[src/rtl/hazard_pkg.sv]
// Shared constants and types for the pipeline hazard controller.
package hazard_pkg;

  localparam int REG_AW_DEF = 5;

  localparam logic [1:0] FWD_NONE = 2'b00;
  localparam logic [1:0] FWD_WB   = 2'b01;
  localparam logic [1:0] FWD_MEM  = 2'b10;

  typedef enum logic {
    RUN,
    LSTALL
  } state_t;

endpackage

[src/rtl/hazard_ctrl_if.sv]
// Datapath <-> hazard controller signal bundle.
interface hazard_ctrl_if #(
  parameter int REG_AW  = 5,
  parameter int NUM_SRC = 2,
  parameter int CNT_W   = 16
);
  logic [NUM_SRC*REG_AW-1:0] Rs_D;
  logic [NUM_SRC-1:0]        UseD;
  logic [NUM_SRC*REG_AW-1:0] Rs_E;
  logic [REG_AW-1:0]         RD_E;
  logic [REG_AW-1:0]         RD_M;
  logic [REG_AW-1:0]         RD_W;
  logic                      RegWriteE;
  logic                      RegWriteM;
  logic                      RegWriteW;
  logic                      MemReadE;
  logic                      PCSrcE;
  logic                      StallF;
  logic                      StallD;
  logic                      FlushD;
  logic                      FlushE;
  logic [2*NUM_SRC-1:0]      ForwardE;
  logic [CNT_W-1:0]          stall_cnt;
  logic [CNT_W-1:0]          flush_cnt;

  modport master (
    output Rs_D, UseD, Rs_E, RD_E, RD_M, RD_W,
    output RegWriteE, RegWriteM, RegWriteW, MemReadE, PCSrcE,
    input  StallF, StallD, FlushD, FlushE, ForwardE, stall_cnt, flush_cnt
  );

  modport slave (
    input  Rs_D, UseD, Rs_E, RD_E, RD_M, RD_W,
    input  RegWriteE, RegWriteM, RegWriteW, MemReadE, PCSrcE,
    output StallF, StallD, FlushD, FlushE, ForwardE, stall_cnt, flush_cnt
  );
endinterface

[src/rtl/hazard_fwd_sel.sv]
// Forward-select for one E-stage source operand; MEM result beats WB result.
module hazard_fwd_sel
  import hazard_pkg::*;
#(
  parameter int REG_AW = REG_AW_DEF
) (
  input  logic [REG_AW-1:0] i_rs,
  input  logic [REG_AW-1:0] i_rd_m,
  input  logic [REG_AW-1:0] i_rd_w,
  input  logic              i_we_m,
  input  logic              i_we_w,
  output logic [1:0]        o_fwd
);
  logic w_hit_m;
  logic w_hit_w;

  assign w_hit_m = i_we_m && (i_rd_m != '0) && (i_rd_m == i_rs);
  assign w_hit_w = i_we_w && (i_rd_w != '0) && (i_rd_w == i_rs);

  assign o_fwd = w_hit_m ? FWD_MEM : (w_hit_w ? FWD_WB : FWD_NONE);
endmodule

[src/rtl/hazard_ctrl.sv]
// Hazard controller: operand forwarding, load-use stall FSM, branch flush, event counters.
module hazard_ctrl
  import hazard_pkg::*;
#(
  parameter int REG_AW   = REG_AW_DEF,
  parameter int NUM_SRC  = 2,
  parameter int LOAD_LAT = 1,
  parameter int CNT_W    = 16
) (
  input logic          clk,
  input logic          rst,
  hazard_ctrl_if.slave hz
);
  localparam logic [1:0] LAT_M1 = 2'(LOAD_LAT - 1);

  state_t               r_state;
  logic [1:0]           r_bub_cnt;
  logic [CNT_W-1:0]     r_stall_cnt;
  logic [CNT_W-1:0]     r_flush_cnt;
  logic [NUM_SRC-1:0]   w_use_match;
  logic [1:0]           w_fwd [NUM_SRC];
  logic [2*NUM_SRC-1:0] w_fwd_flat;
  logic                 w_hit;
  logic                 w_stall;
  logic                 w_flush;

  function automatic logic [CNT_W-1:0] sat_inc(input logic [CNT_W-1:0] v);
    return (&v) ? v : v + CNT_W'(1);
  endfunction

  for (genvar g = 0; g < NUM_SRC; g++) begin : g_fwd
    hazard_fwd_sel #(.REG_AW(REG_AW)) u_sel (
      .i_rs   (hz.Rs_E[g*REG_AW +: REG_AW]),
      .i_rd_m (hz.RD_M),
      .i_rd_w (hz.RD_W),
      .i_we_m (hz.RegWriteM),
      .i_we_w (hz.RegWriteW),
      .o_fwd  (w_fwd[g])
    );
  end

  always_comb begin
    w_fwd_flat  = '0;
    w_use_match = '0;
    for (int i = 0; i < NUM_SRC; i++) begin
      w_fwd_flat[2*i +: 2] = w_fwd[i];
      w_use_match[i] = hz.UseD[i] && (hz.Rs_D[i*REG_AW +: REG_AW] == hz.RD_E);
    end
  end

  assign w_hit   = hz.MemReadE && hz.RegWriteE && (hz.RD_E != '0) && (|w_use_match);
  // A taken branch squashes the dependent instruction, so it overrides any stall.
  assign w_flush = !rst && hz.PCSrcE;
  assign w_stall = !rst && !hz.PCSrcE && ((r_state == LSTALL) || w_hit);

  assign hz.StallF    = w_stall;
  assign hz.StallD    = w_stall;
  assign hz.FlushD    = w_flush;
  assign hz.FlushE    = w_flush || w_stall;
  assign hz.ForwardE  = rst ? '0 : w_fwd_flat;
  assign hz.stall_cnt = r_stall_cnt;
  assign hz.flush_cnt = r_flush_cnt;

  always_ff @(posedge clk or posedge rst) begin
    if (rst) begin
      r_state     <= RUN;
      r_bub_cnt   <= '0;
      r_stall_cnt <= '0;
      r_flush_cnt <= '0;
    end else begin
      if (w_stall) r_stall_cnt <= sat_inc(r_stall_cnt);
      if (w_flush) r_flush_cnt <= sat_inc(r_flush_cnt);
      if (hz.PCSrcE) begin
        r_state   <= RUN;
        r_bub_cnt <= '0;
      end else begin
        case (r_state)
          RUN: begin
            // First bubble is issued from RUN; LSTALL covers the remaining LOAD_LAT-1.
            if (w_hit && (LOAD_LAT > 1)) begin
              r_state   <= LSTALL;
              r_bub_cnt <= LAT_M1;
            end
          end
          LSTALL: begin
            r_bub_cnt <= r_bub_cnt - 2'd1;
            if (r_bub_cnt == 2'd1) r_state <= RUN;
          end
          default: r_state <= RUN;
        endcase
      end
    end
  end
endmodule

[src/flat_wrapper.sv]
// flat-port wrapper written by rule: the top's interface ports become plain ports
module hazard_ctrl_flat import hazard_pkg::*;
#(
  parameter int REG_AW   = REG_AW_DEF,
  parameter int NUM_SRC  = 2,
  parameter int LOAD_LAT = 1,
  parameter int CNT_W    = 16
)
  (clk, rst, hz_Rs_D, hz_UseD, hz_Rs_E, hz_RD_E, hz_RD_M, hz_RD_W, hz_RegWriteE, hz_RegWriteM, hz_RegWriteW, hz_MemReadE, hz_PCSrcE, hz_StallF, hz_StallD, hz_FlushD, hz_FlushE, hz_ForwardE, hz_stall_cnt, hz_flush_cnt);
  hazard_ctrl_if #(.REG_AW(REG_AW), .NUM_SRC(NUM_SRC), .CNT_W(CNT_W)) hz_i ();
  input logic clk;
  input logic rst;
  input wire logic [$bits(hz_i.Rs_D)-1:0] hz_Rs_D;
  input wire logic [$bits(hz_i.UseD)-1:0] hz_UseD;
  input wire logic [$bits(hz_i.Rs_E)-1:0] hz_Rs_E;
  input wire logic [$bits(hz_i.RD_E)-1:0] hz_RD_E;
  input wire logic [$bits(hz_i.RD_M)-1:0] hz_RD_M;
  input wire logic [$bits(hz_i.RD_W)-1:0] hz_RD_W;
  input wire logic [$bits(hz_i.RegWriteE)-1:0] hz_RegWriteE;
  input wire logic [$bits(hz_i.RegWriteM)-1:0] hz_RegWriteM;
  input wire logic [$bits(hz_i.RegWriteW)-1:0] hz_RegWriteW;
  input wire logic [$bits(hz_i.MemReadE)-1:0] hz_MemReadE;
  input wire logic [$bits(hz_i.PCSrcE)-1:0] hz_PCSrcE;
  output wire logic [$bits(hz_i.StallF)-1:0] hz_StallF;
  output wire logic [$bits(hz_i.StallD)-1:0] hz_StallD;
  output wire logic [$bits(hz_i.FlushD)-1:0] hz_FlushD;
  output wire logic [$bits(hz_i.FlushE)-1:0] hz_FlushE;
  output wire logic [$bits(hz_i.ForwardE)-1:0] hz_ForwardE;
  output wire logic [$bits(hz_i.stall_cnt)-1:0] hz_stall_cnt;
  output wire logic [$bits(hz_i.flush_cnt)-1:0] hz_flush_cnt;
  assign hz_i.Rs_D = hz_Rs_D;
  assign hz_i.UseD = hz_UseD;
  assign hz_i.Rs_E = hz_Rs_E;
  assign hz_i.RD_E = hz_RD_E;
  assign hz_i.RD_M = hz_RD_M;
  assign hz_i.RD_W = hz_RD_W;
  assign hz_i.RegWriteE = hz_RegWriteE;
  assign hz_i.RegWriteM = hz_RegWriteM;
  assign hz_i.RegWriteW = hz_RegWriteW;
  assign hz_i.MemReadE = hz_MemReadE;
  assign hz_i.PCSrcE = hz_PCSrcE;
  assign hz_StallF = hz_i.StallF;
  assign hz_StallD = hz_i.StallD;
  assign hz_FlushD = hz_i.FlushD;
  assign hz_FlushE = hz_i.FlushE;
  assign hz_ForwardE = hz_i.ForwardE;
  assign hz_stall_cnt = hz_i.stall_cnt;
  assign hz_flush_cnt = hz_i.flush_cnt;
  hazard_ctrl #(.REG_AW(REG_AW), .NUM_SRC(NUM_SRC), .LOAD_LAT(LOAD_LAT), .CNT_W(CNT_W)) u_core (.clk(clk), .rst(rst), .hz(hz_i));
endmodule
[config.mk]
export PLATFORM = sky130hd
export DESIGN_NAME = hazard_ctrl_flat
export DESIGN_NICKNAME = d
export VERILOG_FILES = /design/src/rtl/hazard_pkg.sv /design/src/rtl/hazard_ctrl_if.sv /design/src/rtl/hazard_fwd_sel.sv /design/src/rtl/hazard_ctrl.sv /design/src/flat_wrapper.sv
export SDC_FILE = /design/constraint.sdc
export NUM_CORES = 1
export LEC_CHECK = 0
export ABC_CLOCK_PERIOD_IN_PS = 2100
export CORE_AREA = 2 2 59 103
export CTS_BUF_LIST = sky130_fd_sc_hd__clkbuf_16
export DETAILED_ROUTE_END_ITERATION = 10
export DIE_AREA = 0 0 61 105
export PLACE_DENSITY = 0.85
export SYNTH_ARGS = -nofsm -noshare
export SYNTH_HDL_FRONTEND = slang
export SYNTH_SLANG_ARGS = --single-unit
[constraint.sdc]
create_clock -name clk -period 2.1 [get_ports clk]
set_input_delay 0.315 -clock clk [delete_from_list [all_inputs] [get_ports clk]]
set_output_delay 0.315 -clock clk [all_outputs]
set_load 0.03 [all_outputs]
Word level (Yosys, flattened, before mapping)

Index checks and enable logic that the tools add are counted.
Widths: inputs -> output; s select.

Bits of input ports: 44
Flip-flop bits (word level): 35
Word-level logic and storage cells: 53
Output and inout port bits: 40

Mux-type cells: 10
Reduce and logical (&&, ||, !) cells: 27
Equality and inequality tests: 7
Add/sub/neg operators: 3
Bitwise logic cells: 2

Operator list:

| kind                  | count |
|---|---|
| $add 16x1->16 const B | 2 |
| $reduce_and 16->1     | 2 |
| $eq 5x5->1            | 6 |
| $reduce_bool 5->1     | 3 |
| $logic_and 1x1->1     | 14 |
| $mux 2                | 4 |
| $mux 1                | 5 |
| $mux 4                | 1 |
| $reduce_and 2->1      | 2 |
| $eq 2x1->1 const B    | 1 |
| $logic_not 1->1       | 2 |
| $logic_or 1x1->1      | 2 |
| $not 1->1             | 2 |
| $reduce_bool 2->1     | 1 |
| $reduce_or 2->1       | 1 |
| $sub 2x1->2 const B   | 1 |

Depth between registers and ports, before layout

Depth after elaboration: 7
Depth in mapped cells: 7
Depth with buffers taken out: 6

Modules after synthesis

Synthesis repeated with hierarchy kept, for this count alone.

Cells, all modules: 213
Area, all modules: 2122.0 sq um

Modules (own cells, without submodules):

| module         | area an instance (sq um) | instances | cells each | sequential area each (sq um) |
|---|---|---|---|---|
| hazard_ctrl    | 1804.2                   | 1         | 171        | 875.8 |
| hazard_fwd_sel | 158.9                    | 2         | 21         | 0.0 |

Worst setup path after synthesis

No wires, ideal clock.

Path kind: input -> output
From: input rst
To: output hz_ForwardE[0]
Buffers on the path: 0
Arrival: 2.727 ns
Setup slack: -0.942 ns
Data required time: 1.785 ns
Stages: 4
Cells stage by stage: inv_1 -> o211ai_1 -> or4_1 -> nor4_1

Cells in the longest elaborated chain, start to end: 1

Ends and longest elaborated chain:

| item               | line               | source |
|---|---|---|
| start: declaration | flat_wrapper.sv:12 | `input logic rst;` |
| $mux 4             | hazard_ctrl.sv:60  | `assign hz.ForwardE = rst ? '0 : w_fwd_flat;` |
| end: declaration   | flat_wrapper.sv:28 | `output wire logic [$bits(hz_i.ForwardE)-1:0] hz_ForwardE;` |

Every way passes these cells.

Worst setup path in the final report

From: input hz_Rs_E[4]
To: output hz_ForwardE[0]

Cells in the longest elaborated chain, start to end: 5
Elaborated cells between the ends (all ways): 7
Those cells by class: eq/ne: 2; mux: 3; reduce/logical: 2

Ends and longest elaborated chain:

| item               | line                 | source |
|---|---|---|
| start: declaration | flat_wrapper.sv:15   | `input wire logic [$bits(hz_i.Rs_E)-1:0] hz_Rs_E;` |
| $eq 5x5->1         | hazard_fwd_sel.sv:18 | `assign w_hit_w = i_we_w && (i_rd_w != '0) && (i_rd_w == i_rs);` |
| $logic_and 1x1->1  | hazard_fwd_sel.sv:18 |  |
| $mux 1             | hazard_fwd_sel.sv:20 | `assign o_fwd = w_hit_m ? FWD_MEM : (w_hit_w ? FWD_WB : FWD_NONE);` |
| $mux 2 *           | hazard_fwd_sel.sv:20 |  |
| $mux 4 *           | hazard_ctrl.sv:60    |  |

Every way passes the cells marked *; elsewhere a longest branch is shown, timed or not.

==> results.md <==
* Post-synth EDFFs at 0
* Max Clock Freq at roughly 480 MHz
* Cells after Synth at just over 200
* Status: completed
* WL final at 5450 um
* Total grt overflow at 0
* Synth area leader: dfrtp_1
* Num CTS Buffers at 5
* # clock sinks at 35
* FFs w/ async S/R, synth at 100%
* Mean Syn Cell Area at ~10 um2
* Final Cycle Share at 99.8%
* Clk slew on worst S/H paths at 50 ps
* Number of distinct library cells after synthesis at 42
* DP HPWL at 4240 um
* ANT nets after route at 0
* Main synth FF type: dfrtp_1
* Pwr Density at between 500 and 600 nW/um2
* Min Hold Slack at a little under 500 ps
* Worst-margin pin slew at between 400 and 500 ps
* Vias in the first global route at around 2100
* First-pass GRT wire length at a little over 9000 um
* CP Max Fanout at 2
* Core ar. at between 5000 and 6000 um2
* CTS tree: built
* Non-filler cells, final at approximately 400
* Leakage at approximately 1.6 nW
* #FFs+latches synth at 35
* Ports at 84
* DIE HEIGHT at about 110 um
* Kind of critical path: in -> out
* Die ar. at 6410 um2
* Mapped Area at approximately 2100 um2
* Required time of the worst setup path at 1780 ps
* Port bufs at 83
* Ranking of synthesized cells by area: dfrtp_1 41%, xnor2_1 14%, xor2_1 8.2%, nand2_1 3.7%, nand3_1 3.1%
* CTS Root Cell: clkbuf_16
* Longest Clk Path Bufs at 2
* Antenna violations before repair at 0
* GRT Util Overall at a little under a fifth
* Clock Skew at roughly 3.4 ps
* Antenna fix cells at 0
* Seq/Total Area, Yosys at around 41%
* Critical path startpoint category: input pin
* Htree depth at 2
* Fin nets at approximately 380
* Final Max Slew Viols at 0
* GP Congestion at about 0.82
* Number of max-cap violations at 0
* Detailed-route vias per instance at 4.93
* Chip Width at just over 60 um
* Final Hold Vio Count at 0
* Clk_lat worst skew at 270 ps
* Min cycle time layout at roughly 2100 ps
* Starting Density at 38.4%
* # DRC at 0
* Placed cell count at 395
* Synth top area share at 41.2%
* CP endpoint kind: primary output
* Count leader, synth: dfrtp_1
* YS warnings at 0
* DRT iter0 DRCs at 43
* Layout cell share with drive strength beyond 1 at ~28%
* Routed vias at 2006
* Hold crit path type: reg -> reg
* Critical Path AT at approximately 1800 ps
* WL/cell at 13.4 um
* VDD IR max at 0.429 mV
* Slew margin rel. at approximately 67%
* Final Util at 63.4%
* CTS Hold Bufs at 0
* Cell Rows at 36
* Syn Nets at 251
* RSZ-0062 raised after global routing: yes
* Final Setup Violations at 0
* P&R area growth vs syn at 65.0%
* Pin count of the biggest net entering global routing at 36
* Synth cell count leaders: 35 x dfrtp_1, 34 x xnor2_1, 21 x nand2_1, 20 x xor2_1, 13 x nand3_1
* DRT Pass-1 Iters at 4
-- through the flow --
step	instance area [um2]	power (mW)	setup WS [ps]	setup TNS [ps]
3_3_place_gp	3300	1.38	-348	-2310
3_5_place_dp	3300	1.40	-418	-3210
2_1_floorplan	2160	1.09	-49.0	-97.9
6_report	3510	2.07	4.33	0
5_1_grt	3510	2.16	-57.3	-100
4_1_cts	3500	2.09	-15.2	-15.2
-- cells in the final DEF (no fill, tap or decap), types with 2 or more instances in the layout --
cell,instances
a21oi_1,5
a31oi_1,3
and3_1,3
and4_1,4
buf_2,5
buf_4,37
buf_6,9
clkbuf_16,5
clkbuf_2,4
clkdlybuf4s15_1,2
clkdlybuf4s15_2,5
clkdlybuf4s50_1,51
clkinv_1,2
dfrtp_1,35
dlygate4sd2_1,5
dlymetal6s2s_1,5
ha_1,3
inv_1,3
mux2_2,3
nand2_1,20
nand2_2,2
nand3_1,13
nand4_1,5
nor2_1,7
nor3_1,4
nor3_2,2
nor3b_1,2
nor4_1,2
nor4_2,3
nor4_4,3
or4_4,3
xnor2_1,34
xor2_1,20
-- where the power goes --
part           internal [mW]  leakage [nW]  switching (mW)
Clock                  0.426        0.0701           0.257
Sequential             0.733         0.479          0.0798
Combinational          0.292          1.01           0.280
Total                   1.45          1.56           0.617
-- what timing repair did --
item	4_1_cts	5_1_grt
setup endpoints to repair	7	7
endpoints found under the hold margin	0	0
buffers inserted	3	1
resized for setup	61	23
pin swaps	10	9
-- worst max-delay path, cell delays in order --
cell and delay, ps:
clkdlybuf4s15_2 200, buf_4 130, xor2_1 140, or4_4 530, nor4_4 270, buf_4 190
-- logic make-up after synthesis --
group                    count (synthesis)  share of synthesized area, %
XOR/XNOR                                54                          22.2
multiplexers                             5                          2.59
AND/OR/NAND/NOR                         82                          22.6
flip-flops                              35                          41.2
AO/OA/AOI/OAI                           17                          7.00
adder cells (fa/ha/maj)                  3                          1.76
buffers and inverters                    8                          2.65
-- state kept, by name, indices dropped and copies added (netlist names) --
| register | count |
|---|---|
| u_core.hz.flush_cnt | 16 |
| u_core.hz.stall_cnt | 16 |
| u_core.r_bub_cnt | 2 |
| u_core.r_state | 1 |
-- path summary, 6_finish.rpt --
kind,slack [ps],start,end,cells after the start
worst min register to register,490,u_core.hz.flush_cnt[13],u_core.hz.flush_cnt[13],1
worst max-delay path,4,hz_Rs_E[4],hz_ForwardE[0],6
max in group asynchronous,1270,rst,u_core.hz.stall_cnt[11],4
min in group asynchronous,520,rst,u_core.r_bub_cnt[0],4
worst min-delay path,490,u_core.hz.flush_cnt[13],u_core.hz.flush_cnt[13],1
worst max register to register,210,u_core.hz.stall_cnt[0],u_core.hz.stall_cnt[5],6
-- routing by layer --
| metal | track usage (%) | share of wire [%] |
|---|---|---|
| met1 | 19.3 | 35 |
| met4 | 6.06 | 1.7 |
| met5 | 0 | 0 |
| met3 | 4.08 | 5.5 |
| met2 | 34.6 | 58 |
-- final cells by class --
type | count | area [um2]
fillers | 456 | 2030
multi-input cells | 161 | 1270
repair buffers | 123 | 1120
flip-flops and latches | 35 | 876
clock buffers | 5 | 125
well taps | 76 | 95.1
inverters | 4 | 18.8
clock inverters | 3 | 11.3
Note: power is estimated with default switching activity, not from simulation.
